$ cat config.mk
export PLATFORM = sky130hd
export DESIGN_NAME = mem_lsu
export DESIGN_NICKNAME = d
export VERILOG_FILES = /design/src/rtl/mem_lsu.sv
export SDC_FILE = /design/constraint.sdc
export NUM_CORES = 1
export LEC_CHECK = 0
export ABC_AREA = 1
export ABC_CLOCK_PERIOD_IN_PS = 6000
export BUFFER_PORTS_ARGS = -buffer_cell sky130_fd_sc_hd__buf_2
export CAP_MARGIN = 10
export CORE_MARGIN = 2
export CORE_UTILIZATION = 44
export CTS_CLUSTER_DIAMETER = 40
export DETAILED_ROUTE_END_ITERATION = 10
export PLACE_DENSITY_LB_ADDON = 0.15
export SLEW_MARGIN = 15
export SYNTH_ARGS = -nofsm -noshare
export SYNTH_HDL_FRONTEND = slang
export SYNTH_SLANG_ARGS = --single-unit
$ cat constraint.sdc
create_clock -name clk -period 6 [get_ports clk]
set_clock_uncertainty 0.05 [all_clocks]
set_input_delay 0.3 -clock clk [delete_from_list [all_inputs] [get_ports clk]]
set_output_delay 0.3 -clock clk [all_outputs]
set_load 0.005 [all_outputs]
$ cat src/rtl/mem_lsu.sv
// mem_lsu: MEM-stage load/store unit. Turns the ID/EX memory-control fields
// into one aligned 64-bit bus transaction, holds the pipeline with `stall`
// while the access is in flight, and returns extended load data on `done`.
module mem_lsu #(
  parameter int ADDR_W = 64,
  parameter int DATA_W = 64
) (
  input  logic              clk,
  input  logic              rst,
  input  logic              ex_valid,
  input  logic              ex_mem_ena,
  input  logic              ex_mem_wen,
  input  logic [3:0]        ex_mem_mask,
  input  logic [1:0]        ex_sel_memdata,
  input  logic [ADDR_W-1:0] ex_addr,
  input  logic [DATA_W-1:0] ex_rf_rdata2,
  output logic              stall,
  output logic              req_valid,
  input  logic              req_ready,
  output logic [ADDR_W-1:0] req_addr,
  output logic              req_wen,
  output logic [DATA_W-1:0] req_wdata,
  output logic [7:0]        req_wstrb,
  input  logic              resp_valid,
  input  logic [DATA_W-1:0] resp_rdata,
  output logic              done,
  output logic [DATA_W-1:0] wb_rdata,
  output logic              err
);

  typedef enum logic [1:0] {
    ST_IDLE = 2'd0,
    ST_REQ  = 2'd1,
    ST_WAIT = 2'd2
  } state_t;

  state_t      r_state;
  state_t      w_state_nxt;
  logic [2:0]  r_off;
  logic [1:0]  r_size;
  logic        r_sign;

  logic        w_start;
  logic        w_legal;
  logic        w_accept;
  logic        w_reject;
  logic        w_handshake;
  logic        w_complete;
  logic [1:0]  w_size;
  logic [2:0]  w_off;
  logic [7:0]  w_strb_base;
  logic [7:0]  w_wstrb;
  logic [63:0] w_wdata;
  logic [63:0] w_shifted;
  logic [63:0] w_load;
  logic        w_unused;

  // The reserved select bit carries no meaning in this unit.
  assign w_unused = ex_sel_memdata[1];

  // True only for exactly one bit set in the size mask.
  function automatic logic f_onehot4(input logic [3:0] m);
    return (m == 4'b0001) | (m == 4'b0010) | (m == 4'b0100) | (m == 4'b1000);
  endfunction

  // log2 of the access size in bytes; illegal masks are caught by f_onehot4.
  function automatic logic [1:0] f_size_code(input logic [3:0] m);
    logic [1:0] c;
    case (m)
      4'b0001: c = 2'd0;
      4'b0010: c = 2'd1;
      4'b0100: c = 2'd2;
      4'b1000: c = 2'd3;
      default: c = 2'd0;
    endcase
    return c;
  endfunction

  // Natural alignment: the byte offset must be a multiple of the size.
  function automatic logic f_aligned(input logic [1:0] sz, input logic [2:0] off);
    logic a;
    case (sz)
      2'd0:    a = 1'b1;
      2'd1:    a = (off[0] == 1'b0);
      2'd2:    a = (off[1:0] == 2'b00);
      default: a = (off == 3'b000);
    endcase
    return a;
  endfunction

  // Decode the incoming EX fields into legality and lane-shifted payload.
  always_comb begin
    w_start = ex_valid & ex_mem_ena;
    w_off   = ex_addr[2:0];
    w_size  = f_size_code(ex_mem_mask);
    w_legal = f_onehot4(ex_mem_mask) & f_aligned(w_size, w_off);
    case (w_size)
      2'd0:    w_strb_base = 8'h01;
      2'd1:    w_strb_base = 8'h03;
      2'd2:    w_strb_base = 8'h0F;
      default: w_strb_base = 8'hFF;
    endcase
    w_wstrb = w_strb_base << w_off;
    w_wdata = ex_rf_rdata2 << {w_off, 3'b000};
  end

  // Next-state logic plus the combinational stall and event strobes.
  always_comb begin
    w_state_nxt = r_state;
    w_accept    = 1'b0;
    w_reject    = 1'b0;
    w_handshake = 1'b0;
    w_complete  = 1'b0;
    stall       = 1'b0;
    case (r_state)
      ST_IDLE: begin
        if (w_start) begin
          if (w_legal) begin
            w_accept    = 1'b1;
            stall       = 1'b1;
            w_state_nxt = ST_REQ;
          end else begin
            w_reject    = 1'b1;
          end
        end else begin
          w_state_nxt = ST_IDLE;
        end
      end
      ST_REQ: begin
        stall = 1'b1;
        if (req_ready) begin
          w_handshake = 1'b1;
          w_state_nxt = ST_WAIT;
        end else begin
          w_state_nxt = ST_REQ;
        end
      end
      ST_WAIT: begin
        // Stall drops in the response cycle so EX advances exactly once.
        if (resp_valid) begin
          w_complete  = 1'b1;
          w_state_nxt = ST_IDLE;
        end else begin
          stall       = 1'b1;
        end
      end
      default: begin
        w_state_nxt = ST_IDLE;
      end
    endcase
  end

  // Align the returned beat to byte 0 and extend it from the access size.
  always_comb begin
    w_shifted = resp_rdata >> {r_off, 3'b000};
    case (r_size)
      2'd0:    w_load = {{56{r_sign & w_shifted[7]}},  w_shifted[7:0]};
      2'd1:    w_load = {{48{r_sign & w_shifted[15]}}, w_shifted[15:0]};
      2'd2:    w_load = {{32{r_sign & w_shifted[31]}}, w_shifted[31:0]};
      default: w_load = w_shifted;
    endcase
  end

  // FSM state register.
  always_ff @(posedge clk or posedge rst) begin
    if (rst) begin
      r_state <= ST_IDLE;
    end else begin
      r_state <= w_state_nxt;
    end
  end

  // Latched access context and registered bus/writeback outputs.
  always_ff @(posedge clk or posedge rst) begin
    if (rst) begin
      req_valid <= 1'b0;
      req_addr  <= {ADDR_W{1'b0}};
      req_wen   <= 1'b0;
      req_wdata <= {DATA_W{1'b0}};
      req_wstrb <= 8'h00;
      done      <= 1'b0;
      err       <= 1'b0;
      wb_rdata  <= {DATA_W{1'b0}};
      r_off     <= 3'd0;
      r_size    <= 2'd0;
      r_sign    <= 1'b0;
    end else begin
      done <= w_complete;
      err  <= w_reject;
      if (w_accept) begin
        req_valid <= 1'b1;
        req_addr  <= {ex_addr[ADDR_W-1:3], 3'b000};
        req_wen   <= ex_mem_wen;
        req_wdata <= w_wdata;
        req_wstrb <= w_wstrb;
        r_off     <= w_off;
        r_size    <= w_size;
        r_sign    <= ex_sel_memdata[0];
      end else if (w_handshake) begin
        req_valid <= 1'b0;
      end
      if (w_complete) begin
        wb_rdata <= req_wen ? {DATA_W{1'b0}} : w_load;
      end
    end
  end

endmodule

# Word level (Yosys, flattened, before mapping)
# Cells that the tools add are included.
[word_totals]
register_bits = 209
inputBits = 205
out_inout_bits = 205
[op_classes]
n_eq_ne = 12
shifts = 3
mux = 24
n_bitwise = 9
reduce_logical = 7
[op_table]
columns = ["op", "n"]
rows = [
  ["64-bit one-hot mux with 3 select lines", 1],
  ["64-bit two-way mux", 1],
  ["64-bit by 6-bit left shift with 64-bit output", 1],
  ["64-bit by 6-bit >> shifter with 64-bit output", 1],
  ["8-bit one-hot mux with 3 select lines", 1],
  ["1-bit two-way mux", 13],
  ["2-bit one-hot mux with 3 select lines", 2],
  ["2-bit zero test", 4],
  ["2-bit two-way mux", 4],
  ["8-bit by 3-bit left shift with 8-bit output", 1],
  ["2-bit by 1-bit == test with 1-bit output, second input constant", 3],
  ["2-bit == test, second input constant", 3],
  ["1-bit one-hot mux with 3 select lines", 2],
  ["1-bit bitwise AND", 5],
  ["4-bit by 1-bit == test with 1-bit output, second input constant", 1],
  ["4-bit by 2-bit == test with 1-bit output, second input constant", 1],
  ["4-bit by 3-bit == test with 1-bit output, second input constant", 1],
  ["4-bit == test, second input constant", 1],
  ["3-bit zero test", 1],
  ["3-bit inequality test, second input constant", 1],
  ["1-bit bitwise OR", 3],
  ["2-bit inequality test, second input constant", 1],
  ["2-bit AND reduction", 1],
  ["2-bit nonzero test", 1],
  ["1-bit NOT", 1],
]

# Logic depth before layout (Yosys ltp)
# Gate-level depths: netlist of run 1.
[depth]
word_depth = 9
depth_mapped = 13
mapped_depth_nobuf = 11

# Worst setup path after synthesis of run 1
# Ideal clock, no wire load.
[synth_timing]
kind = "in2out"
start = "input ex_addr[1]"
end = "output stall"
arrival_ps = 1459
t_required_ps = 5650
setup_slack_ps = 4191
cell_stages = 11
path_cell_list = "buf_2 nor2_2 inv_1 nor2_1 nand2_1 nand4_2 nand3_2 buf_4 buf_8 buf_6 nand3_1"
[synth_between]
elab_chain_len = 6
elab_cells_between_ends = 7
[synth_rtl]
columns = ["element", "line", "text"]
rows = [
  ["start, declared", "15", "input logic [ADDR_W-1:0] ex_addr,"],
  ["3-bit zero test / 2-bit zero test (equally long branches)", "86, 85", ""],
  ["1-bit one-hot mux with 3 select lines *", "82", "case (sz)"],
  ["1-bit bitwise AND *", "96", "w_legal = f_onehot4(ex_mem_mask) & f_aligned(w_size, w_off);"],
  ["1-bit two-way mux *", "118", "if (w_legal) begin"],
  ["1-bit two-way mux *", "117", "if (w_start) begin"],
  ["1-bit one-hot mux with 3 select lines *", "115", "case (r_state)"],
  ["end, declared", "17", "output logic stall,"],
]
# Mark *: on every way between the ends. The rest lies on a longest branch, timed or not.

# Final worst setup path of run 1
[layout_timing]
start = "input ex_addr[0]"
end = "register req_wdata[8]"
[layout_between]
elab_chain_len = 6
elab_cells_between_ends = 9
[layout_rtl]
columns = ["element", "line", "text"]
rows = [
  ["3-bit zero test (tied with other cells)", "86", "default: a = (off == 3'b000);"],
  ["1-bit one-hot mux with 3 select lines", "82", ""],
  ["1-bit bitwise AND", "96", ""],
  ["1-bit two-way mux", "118", ""],
  ["1-bit two-way mux", "117", ""],
  ["1-bit two-way mux", "115", ""],
  ["end signal, assigned", "179", "req_wdata <= {DATA_W{1'b0}};"],
  ["end signal, assigned", "194", "req_wdata <= w_wdata;"],
  ["end, declared", "22", "output logic [DATA_W-1:0] req_wdata,"],
]
# Parallel ways exist; a longest one is shown, timed or not.
# A chain may end at the register's enable or synchronous reset.

==> impl_metrics.prom, run 1 <==
# TYPE chip_impl_metric gauge
chip_impl_metric{name="die-width",unit="µm"} 168
chip_impl_metric{name="cp_slowest_stage_delay",unit="ps"} 810
chip_impl_metric{name="synth_cell_types",unit=""} 33
chip_impl_metric{name="timing.critical_path.buf_inv",unit=""} 5
chip_impl_metric{name="initial_utilization",unit=""} 0.444
chip_impl_metric{name="placement_rows",unit=""} 60
chip_impl_metric{name="ctsHtreeMaxLevel",unit=""} 2
chip_impl_metric{name="irDropWorstVdd",unit="mV"} 0.283
chip_impl_metric{name="synthesis.area_per_instance",unit="µm²"} 6.87
chip_impl_info{name="result_of_the_run",value="finished clean"} 1
chip_impl_info{name="timing.hold.worst.class",value="in2reg"} 1
chip_impl_metric{name="post-route-drc-count",unit=""} 0
chip_impl_metric{name="synth_async_sr_flop_share",unit=""} 1.00
chip_impl_metric{name="ant_nets",unit=""} 0
chip_impl_info{name="synth_most_common_cell",value="sky130_fd_sc_hd__nand2_1"} 1
chip_impl_metric{name="cts.hold.buffers_added",unit=""} 64
chip_impl_metric{name="dpl.cell_count",unit=""} 2361
chip_impl_info{name="path_delay_family",value="buffers and inverters"} 1
chip_impl_info{name="crit_path_cell_trace",value="buf_2 -> buf_4 -> nor2_2 -> inv_1 -> nor2_1 -> nand2_1 -> nand4_2 -> nand3_4 -> buf_4 -> buf_4 -> o21ai_0"} 1
chip_impl_info{name="cts_root_buffer",value="sky130_fd_sc_hd__clkbuf_16"} 1
chip_impl_metric{name="cp_data_required_time",unit="ps"} 6270
chip_impl_metric{name="number_of_clock_buffers_inserted_by_tritoncts",unit=""} 35
chip_impl_metric{name="routability_driven_placement_congestion_ratio",unit=""} 0.945
chip_impl_metric{name="p_per_area",unit="nW/µm²"} 433
chip_impl_metric{name="cts_sinks",unit=""} 209
chip_impl_metric{name="global_route.overflow_total",unit=""} 0
chip_impl_metric{name="critical_path.max_fanout",unit=""} 97
chip_impl_metric{name="setup_total_negative_slack",unit="ps"} 0
chip_impl_metric{name="slew_headroom",unit=""} 0.262
chip_impl_metric{name="design.core.area",unit="µm²"} 26700
chip_impl_info{name="class_of_the_most_critical_setup_path",value="in2reg"} 1
chip_impl_metric{name="grt_pass1_wl",unit="mm"} 68.0
chip_impl_metric{name="max-cap-violations",unit=""} 0
chip_impl_metric{name="signed_area_change_from_the_synthesized_netlist_to_the_final_layout",unit="%"} 32.4
chip_impl_metric{name="antenna_found_initial",unit=""} 5
chip_impl_metric{name="cts.repair_timing.setup_buffer_count",unit=""} 0
chip_impl_info{name="synth_top_cell_by_area",value="sky130_fd_sc_hd__dfrtp_1"} 1
chip_impl_metric{name="fmax",unit="GHz"} 0.313
chip_impl_info{name="cpMaxStageDelayCell",value="sky130_fd_sc_hd__buf_4"} 1
chip_impl_metric{name="tmin_final",unit="ps"} 3200
chip_impl_metric{name="synth_enable_flop_cells",unit=""} 0
chip_impl_metric{name="cts-root-to-sink-buffers",unit=""} 3
chip_impl_metric{name="filler_cell_count",unit=""} 2626
chip_impl_metric{name="dr.first_iter.drc_count",unit=""} 1123
chip_impl_metric{name="first_drt_pass_iteration_count",unit=""} 6
chip_impl_info{name="crit_path_frequent_cell",value="sky130_fd_sc_hd__buf_4"} 1
chip_impl_metric{name="tightest_slew",unit="ps"} 1100
chip_impl_metric{name="route.detailed.vias_per_inst",unit=""} 5.32
chip_impl_metric{name="syn_inst",unit=""} 1722
chip_impl_metric{name="nNetsFinal",unit=""} 2326
chip_impl_info{name="tritoncts_clock_tree",value="built"} 1
chip_impl_metric{name="postSynthRegisterBits",unit=""} 209
chip_impl_metric{name="pin_count_of_the_biggest_net_entering_global_routing",unit=""} 101
chip_impl_metric{name="post_cts_resized",unit=""} 0
chip_impl_metric{name="worst-endpoint-arrival",unit="ps"} 3470
chip_impl_info{name="synth_top_flop_cell",value="sky130_fd_sc_hd__dfrtp_1"} 1
chip_impl_metric{name="final-instance-count-excl-fill",unit=""} 2488
chip_impl_info{name="critPathCaptureType",value="flop"} 1
chip_impl_metric{name="route.final.wire_length",unit="mm"} 44.3
chip_impl_metric{name="clk-insertion-delay-late",unit="ps"} 500
chip_impl_metric{name="leakage",unit="nW"} 8.89
chip_impl_metric{name="synth-seq-area-share",unit=""} 0.442
chip_impl_info{name="rsz0062_at_grt",value="no"} 1
chip_impl_metric{name="clock_pin_slew_of_the_registers_on_the_worst_case_setup_and_hold_paths",unit="ps"} 60
chip_impl_info{name="synth.top_cells.by_count",value="sky130_fd_sc_hd__nand2_1 (859), sky130_fd_sc_hd__dfrtp_1 (209), sky130_fd_sc_hd__o21ai_0 (135)"} 1
chip_impl_metric{name="post-synth-top-area-fraction",unit=""} 0.442
chip_impl_metric{name="synth-warning-count",unit=""} 0
chip_impl_metric{name="netlist_area",unit="µm²"} 11800
chip_impl_metric{name="grt_usage",unit=""} 0.306
chip_impl_metric{name="routed-via-count",unit=""} 13226
chip_impl_metric{name="portBuffers",unit=""} 405
chip_impl_metric{name="worst-r2r-setup-slack",unit="ps"} 2880
chip_impl_info{name="synth_area_leaders",value="sky130_fd_sc_hd__dfrtp_1 (44%), sky130_fd_sc_hd__nand2_1 (27%), sky130_fd_sc_hd__o21ai_0 (5.7%), sky130_fd_sc_hd__nand3_1 (4.5%), sky130_fd_sc_hd__a21oi_1 (2.7%)"} 1
chip_impl_metric{name="boundaryPins",unit=""} 410
chip_impl_metric{name="die_height",unit="µm"} 168
chip_impl_metric{name="first_global_vias",unit=""} 12751
chip_impl_info{name="setup.worst_path.start_class",value="primary input"} 1
chip_impl_metric{name="drt-wirelength-per-cell",unit="µm"} 17.8
chip_impl_metric{name="timing.final.max_slew_violations",unit=""} 0
chip_impl_metric{name="post-dp-hpwl",unit="mm"} 30.7
chip_impl_metric{name="report.final.hold_viol_count",unit=""} 0
chip_impl_metric{name="final-setup-viol-count",unit=""} 0
chip_impl_metric{name="final.period_utilization",unit=""} 0.533
chip_impl_metric{name="drive_above_1_share",unit=""} 0.240
chip_impl_metric{name="design.die.area",unit="µm²"} 28200
per-stage QoR:
step,setup slack (ps),area (µm²),hold WS [ps],util,power (mW)
3_5_place_dp,2370,13800,393,0.518,4.63
3_3_place_gp,2410,13800,388,0.518,4.60
2_1_floorplan,2940,11800,360,-,3.60
5_1_grt,2480,15700,38.3,0.588,7.21
6_report,2800,15700,27.4,0.588,6.79
4_1_cts,2810,15700,10.2,0.588,6.79
logic make-up (layout without fill, tap and decap cells):
group	count (synthesis)	after routing	synth area share
AO/OA/AOI/OAI	269	269	0.128
buffers and inverters	184	605	0.0732
AND/OR/NAND/NOR	1059	1059	0.357
other	1	5	0.000317
flip-flops	209	209	0.442
placed cells by master, fill, tap and decap left out, types with 2 or more instances in the layout:
| cell type | n |
|---|---|
| sky130_fd_sc_hd__o22ai_1 | 16 |
| sky130_fd_sc_hd__o21ai_0 | 135 |
| sky130_fd_sc_hd__clkinv_1 | 2 |
| sky130_fd_sc_hd__nor2_2 | 3 |
| sky130_fd_sc_hd__inv_1 | 49 |
| sky130_fd_sc_hd__clkinvlp_4 | 4 |
| sky130_fd_sc_hd__buf_4 | 12 |
| sky130_fd_sc_hd__o31ai_1 | 7 |
| sky130_fd_sc_hd__nand4_2 | 2 |
| sky130_fd_sc_hd__nor2_1 | 59 |
| sky130_fd_sc_hd__buf_2 | 405 |
| sky130_fd_sc_hd__clkinv_4 | 4 |
| sky130_fd_sc_hd__a211oi_1 | 2 |
| sky130_fd_sc_hd__buf_12 | 2 |
| sky130_fd_sc_hd__bufinv_16 | 5 |
| sky130_fd_sc_hd__nand4_1 | 13 |
| sky130_fd_sc_hd__dfrtp_1 | 208 |
| sky130_fd_sc_hd__clkbuf_1 | 2 |
| sky130_fd_sc_hd__clkbuf_16 | 37 |
| sky130_fd_sc_hd__diode_2 | 2 |
| sky130_fd_sc_hd__o211ai_1 | 25 |
| sky130_fd_sc_hd__clkinv_2 | 4 |
| sky130_fd_sc_hd__or2_2 | 11 |
| sky130_fd_sc_hd__nand2_1 | 859 |
| sky130_fd_sc_hd__conb_1 | 3 |
| sky130_fd_sc_hd__dlygate4sd3_1 | 64 |
| sky130_fd_sc_hd__inv_6 | 5 |
| sky130_fd_sc_hd__inv_2 | 8 |
| sky130_fd_sc_hd__nand3_2 | 2 |
| sky130_fd_sc_hd__o21a_1 | 12 |
| sky130_fd_sc_hd__o21ai_2 | 6 |
| sky130_fd_sc_hd__a21oi_1 | 64 |
| sky130_fd_sc_hd__nand3_1 | 106 |
registers in the layout (all words and copies together), names as in the netlist:
| signal | count |
|---|---|
| req_wdata | 64 |
| wb_rdata | 64 |
| req_addr | 61 |
| req_wstrb | 8 |
| r_off | 3 |
| r_size | 2 |
| r_state | 2 |
| done | 1 |
| err | 1 |
| r_sign | 1 |
| req_valid | 1 |
| req_wen | 1 |
final timing paths:
path,from,end,cells past startpoint
max in group asynchronous,rst,r_off[0],5
setup / recovery,ex_addr[0],req_wdata[8],11
setup reg to reg,r_off[0],wb_rdata[48],9
hold / removal,resp_valid,r_state[1],4
hold reg to reg,req_addr[33],req_addr[33],2
min in group asynchronous,rst,wb_rdata[10],3
layer usage:
layer / GRT usage / wire length (µm)
met1: 0.367 / 17200
met2: 0.518 / 21300
met3: 0.0757 / 3770
met4: 0.144 / 2070
met5: 0 / 14
layout make-up:
class | count | area (µm²) | share of cell area
diodes | 2 | 5.00 | 0.000319
clock buffers | 40 | 947 | 0.0605
clock inverters | 21 | 272 | 0.0173
inverters | 61 | 235 | 0.0150
multi-input cells | 1331 | 5750 | 0.367
flip-flops and latches | 209 | 5230 | 0.334
well taps | 341 | 427 | 0.0272
repair buffers | 483 | 2800 | 0.179
worst reg2reg max path: stages (launching register included):
cell                      delay, ps
sky130_fd_sc_hd__dfrtp_2        620
sky130_fd_sc_hd__inv_4          310
sky130_fd_sc_hd__nand2_1        190
sky130_fd_sc_hd__nand3_1        110
sky130_fd_sc_hd__nand3_1        120
sky130_fd_sc_hd__nand2_1        100
sky130_fd_sc_hd__nand2_1        380
sky130_fd_sc_hd__nand4_2        750
sky130_fd_sc_hd__nand2_1        300
sky130_fd_sc_hd__nand2_1         70
power breakdown:
group | internal [mW] | total (mW) | switching [mW]
clock | 1.36 | 2.09 | 0.736
combinational | 0.917 | 2.46 | 1.54
sequential | 1.92 | 2.24 | 0.317
total | 4.20 | 6.79 | 2.59
No activity file was read; power rests on OpenSTA's default activity.
==> run 2, diff against run 1 <==
Settings changed: ABC_CLOCK_PERIOD_IN_PS 6000 to 3300.
Clock period 6 ns to 3.3 ns, I/O delays scaled along.
==> run 2 against run 1 <==
Net effect:
- sequential share of layout area fell by 0.73 points
- global-route usage rose by 0.46 points
- die area did not move
- worst setup slack got worse by 2200 ps
- largest power group unchanged
- first-iteration DRC count rose by 16%
==> impl_metrics.prom, run 2 (synthesis gave the netlist of run 1 again) <==
# TYPE chip_impl_metric gauge
chip_impl_metric{name="worst-r2r-setup-slack",unit="ps"} 650
chip_impl_metric{name="cp_slowest_stage_delay",unit="ps"} 550
chip_impl_metric{name="die-width",unit="µm"} 168
chip_impl_metric{name="pin_count_of_the_biggest_net_entering_global_routing",unit=""} 127
chip_impl_metric{name="worst_r2r_path_cells",unit=""} 9
chip_impl_metric{name="setup_total_negative_slack",unit="ps"} 0
chip_impl_metric{name="combPwrFrac",unit=""} 0.364
chip_impl_metric{name="drt-wirelength-per-cell",unit="µm"} 17.5
chip_impl_info{name="cpMaxStageDelayCell",value="sky130_fd_sc_hd__dlygate4sd3_1"} 1
chip_impl_metric{name="dr.first_iter.drc_count",unit=""} 1303
chip_impl_metric{name="fmax",unit="GHz"} 0.372
chip_impl_metric{name="leakage",unit="nW"} 9.05
chip_impl_info{name="class_of_the_most_critical_setup_path",value="in2out"} 1
chip_impl_metric{name="first_drt_pass_iteration_count",unit=""} 6
chip_impl_metric{name="clock_pin_slew_of_the_registers_on_the_worst_case_setup_and_hold_paths",unit="ps"} 50
chip_impl_metric{name="cell_internal_pwr",unit="mW"} 7.50
chip_impl_metric{name="antenna_found_initial",unit=""} 2
chip_impl_metric{name="timing.final.max_slew_violations",unit=""} 0
chip_impl_info{name="top_regs",value="req_wdata: 64 flops, wb_rdata: 64 flops, req_addr: 61 flops"} 1
chip_impl_metric{name="total_power",unit="mW"} 12.3
chip_impl_metric{name="switching_share",unit=""} 0.392
chip_impl_info{name="crit_path_start",value="ex_addr[0]"} 1
chip_impl_metric{name="design.core.area",unit="µm²"} 26700
chip_impl_info{name="timing.hold.worst.class",value="in2reg"} 1
chip_impl_metric{name="power.clock.fraction",unit=""} 0.306
chip_impl_metric{name="boundaryPins",unit=""} 410
chip_impl_info{name="cts_root_buffer",value="sky130_fd_sc_hd__clkbuf_16"} 1
chip_impl_metric{name="nNetsFinal",unit=""} 2363
chip_impl_metric{name="worst-endpoint-arrival",unit="ps"} 2470
chip_impl_metric{name="ctsHtreeMaxLevel",unit=""} 2
chip_impl_metric{name="cts-root-to-sink-buffers",unit=""} 3
chip_impl_metric{name="ant_nets",unit=""} 0
chip_impl_metric{name="first_global_vias",unit=""} 13036
chip_impl_metric{name="signed_area_change_from_the_synthesized_netlist_to_the_final_layout",unit="%"} 35.4
chip_impl_metric{name="max-cap-violations",unit=""} 0
chip_impl_info{name="final_cell_mix",value="sky130_fd_sc_hd__nand2_1 (859), sky130_fd_sc_hd__buf_2 (405), sky130_fd_sc_hd__dfrtp_1 (208), sky130_fd_sc_hd__o21ai_0 (135), sky130_fd_sc_hd__nand3_1 (106)"} 1
chip_impl_metric{name="report.final.hold_viol_count",unit=""} 0
chip_impl_metric{name="clk-insertion-delay-late",unit="ps"} 520
chip_impl_metric{name="tmin_final",unit="ps"} 2690
chip_impl_metric{name="pwr-share-seq",unit=""} 0.331
chip_impl_metric{name="worstHoldPathCells",unit=""} 5
chip_impl_metric{name="routed-via-count",unit=""} 13336
chip_impl_metric{name="final.period_utilization",unit=""} 0.814
chip_impl_metric{name="antenna-diode-count",unit=""} 0
chip_impl_metric{name="route.final.wire_length",unit="mm"} 44.2
chip_impl_metric{name="grt_pass1_wl",unit="mm"} 69.1
chip_impl_metric{name="p_per_area",unit="nW/µm²"} 770
chip_impl_info{name="crit_path_cell_trace",value="dlygate4sd3_1 -> buf_2 -> nor2_2 -> inv_1 -> nor2_1 -> nand2_1 -> nand4_2 -> nand3_4 -> buf_4 -> nand3_1 -> buf_2"} 1
chip_impl_info{name="layout.cells.most_common",value="sky130_fd_sc_hd__nand2_1"} 1
chip_impl_metric{name="critical_path.max_fanout",unit=""} 38
chip_impl_metric{name="post-dp-hpwl",unit="mm"} 31.0
chip_impl_metric{name="number_of_clock_buffers_inserted_by_tritoncts",unit=""} 37
chip_impl_metric{name="irDropWorstVdd",unit="mV"} 0.547
chip_impl_info{name="critical_path.endpoint",value="stall"} 1
chip_impl_metric{name="routability_driven_placement_congestion_ratio",unit=""} 0.938
chip_impl_metric{name="tightest_slew",unit="ps"} 833
chip_impl_info{name="rsz0062_at_grt",value="no"} 1
chip_impl_metric{name="cp_data_required_time",unit="ps"} 3080
chip_impl_metric{name="p_sw",unit="mW"} 4.83
chip_impl_metric{name="drive_above_1_share",unit=""} 0.243
chip_impl_metric{name="design.die.area",unit="µm²"} 28200
chip_impl_metric{name="global_route.overflow_total",unit=""} 0
chip_impl_info{name="tritoncts_clock_tree",value="built"} 1
chip_impl_metric{name="initial_utilization",unit=""} 0.444
chip_impl_info{name="crit_path_frequent_cell",value="sky130_fd_sc_hd__buf_2"} 1
chip_impl_metric{name="die_height",unit="µm"} 168
chip_impl_info{name="critPathCaptureType",value="output port"} 1
chip_impl_metric{name="placement_rows",unit=""} 60
chip_impl_info{name="setup.worst_path.start_class",value="primary input"} 1
chip_impl_metric{name="post-route-drc-count",unit=""} 0
chip_impl_metric{name="portBuffers",unit=""} 405
chip_impl_info{name="end_of_the_worst_register_to_register_path",value="wb_rdata[53]"} 1
chip_impl_metric{name="cts_sinks",unit=""} 209
chip_impl_info{name="r2r-start",value="r_off[1]"} 1
chip_impl_metric{name="slew_headroom",unit=""} 0.444
chip_impl_metric{name="final-setup-viol-count",unit=""} 0
chip_impl_metric{name="grt_usage",unit=""} 0.310
chip_impl_info{name="result_of_the_run",value="finished clean"} 1
chip_impl_metric{name="route.detailed.vias_per_inst",unit=""} 5.28
## run 2: cell type report
type	instances	area, µm²
fill	2537	10600
multi-input combinational	1331	5750
sequential	209	5230
timing repair buffer	518	3140
clock buffer	42	976
tap	341	427
clock inverter	26	258
inverter	61	235
## run 2: through the flow
stage	worst slack, ps	instance area (µm²)	instances	utilization	hold slack (ps)
after floorplan	371	11800	1724	-	225
after global placement	712	13900	2371	0.521	307
after detailed placement	678	13900	2371	0.521	314
after CTS	585	16000	2528	0.601	4.78
after global routing	413	16000	2528	0.601	39.5
final	615	16000	2528	0.601	19.3
## run 2: layer usage
metal,vias up,wire length [µm],track usage
met3,116,3350,0.0654
met2,642,21700,0.533
met5,-,13,0
met4,2,1890,0.132
li1,6389,-,-
met1,6187,17200,0.380
## run 2: what timing repair did
action | in CTS | in global routing
gates resized for setup | 0 | 0
buffers inserted | 0 | 0
endpoints found under the setup margin | 0 | 0
endpoints found under the hold margin | 304 | 0
hold buffers | 89 | 0
## run 2: worst min path at each step
stage                            from            end  slack [ps]
global route         ex_rf_rdata2[51]  req_wdata[51]          40
CTS                  ex_rf_rdata2[51]  req_wdata[51]           5
finish               ex_rf_rdata2[51]  req_wdata[51]          20
floorplan           ex_sel_memdata[0]         r_sign         220
global placement           ex_addr[3]    req_addr[3]         310
detailed placement        ex_addr[50]   req_addr[50]         310
## run 2: worst max-delay path: cells and delay by family
| family | cells | cell delay, ps |
|---|---|---|
| buffers and inverters | 5 | 1300 |
| AND/OR/NAND/NOR | 6 | 990 |
## run 2: power groups by stage
| stage | Combinational (mW) | Sequential, mW | Clock [mW] |
|---|---|---|---|
| floorplan | 2.45 | 4.09 | 0 |
| global placement | 4.30 | 4.07 | 0 |
| detailed placement | 4.36 | 4.08 | 0 |
| CTS | 4.46 | 4.06 | 3.84 |
| global route | 5.01 | 4.19 | 3.97 |
| finish | 4.49 | 4.08 | 3.77 |
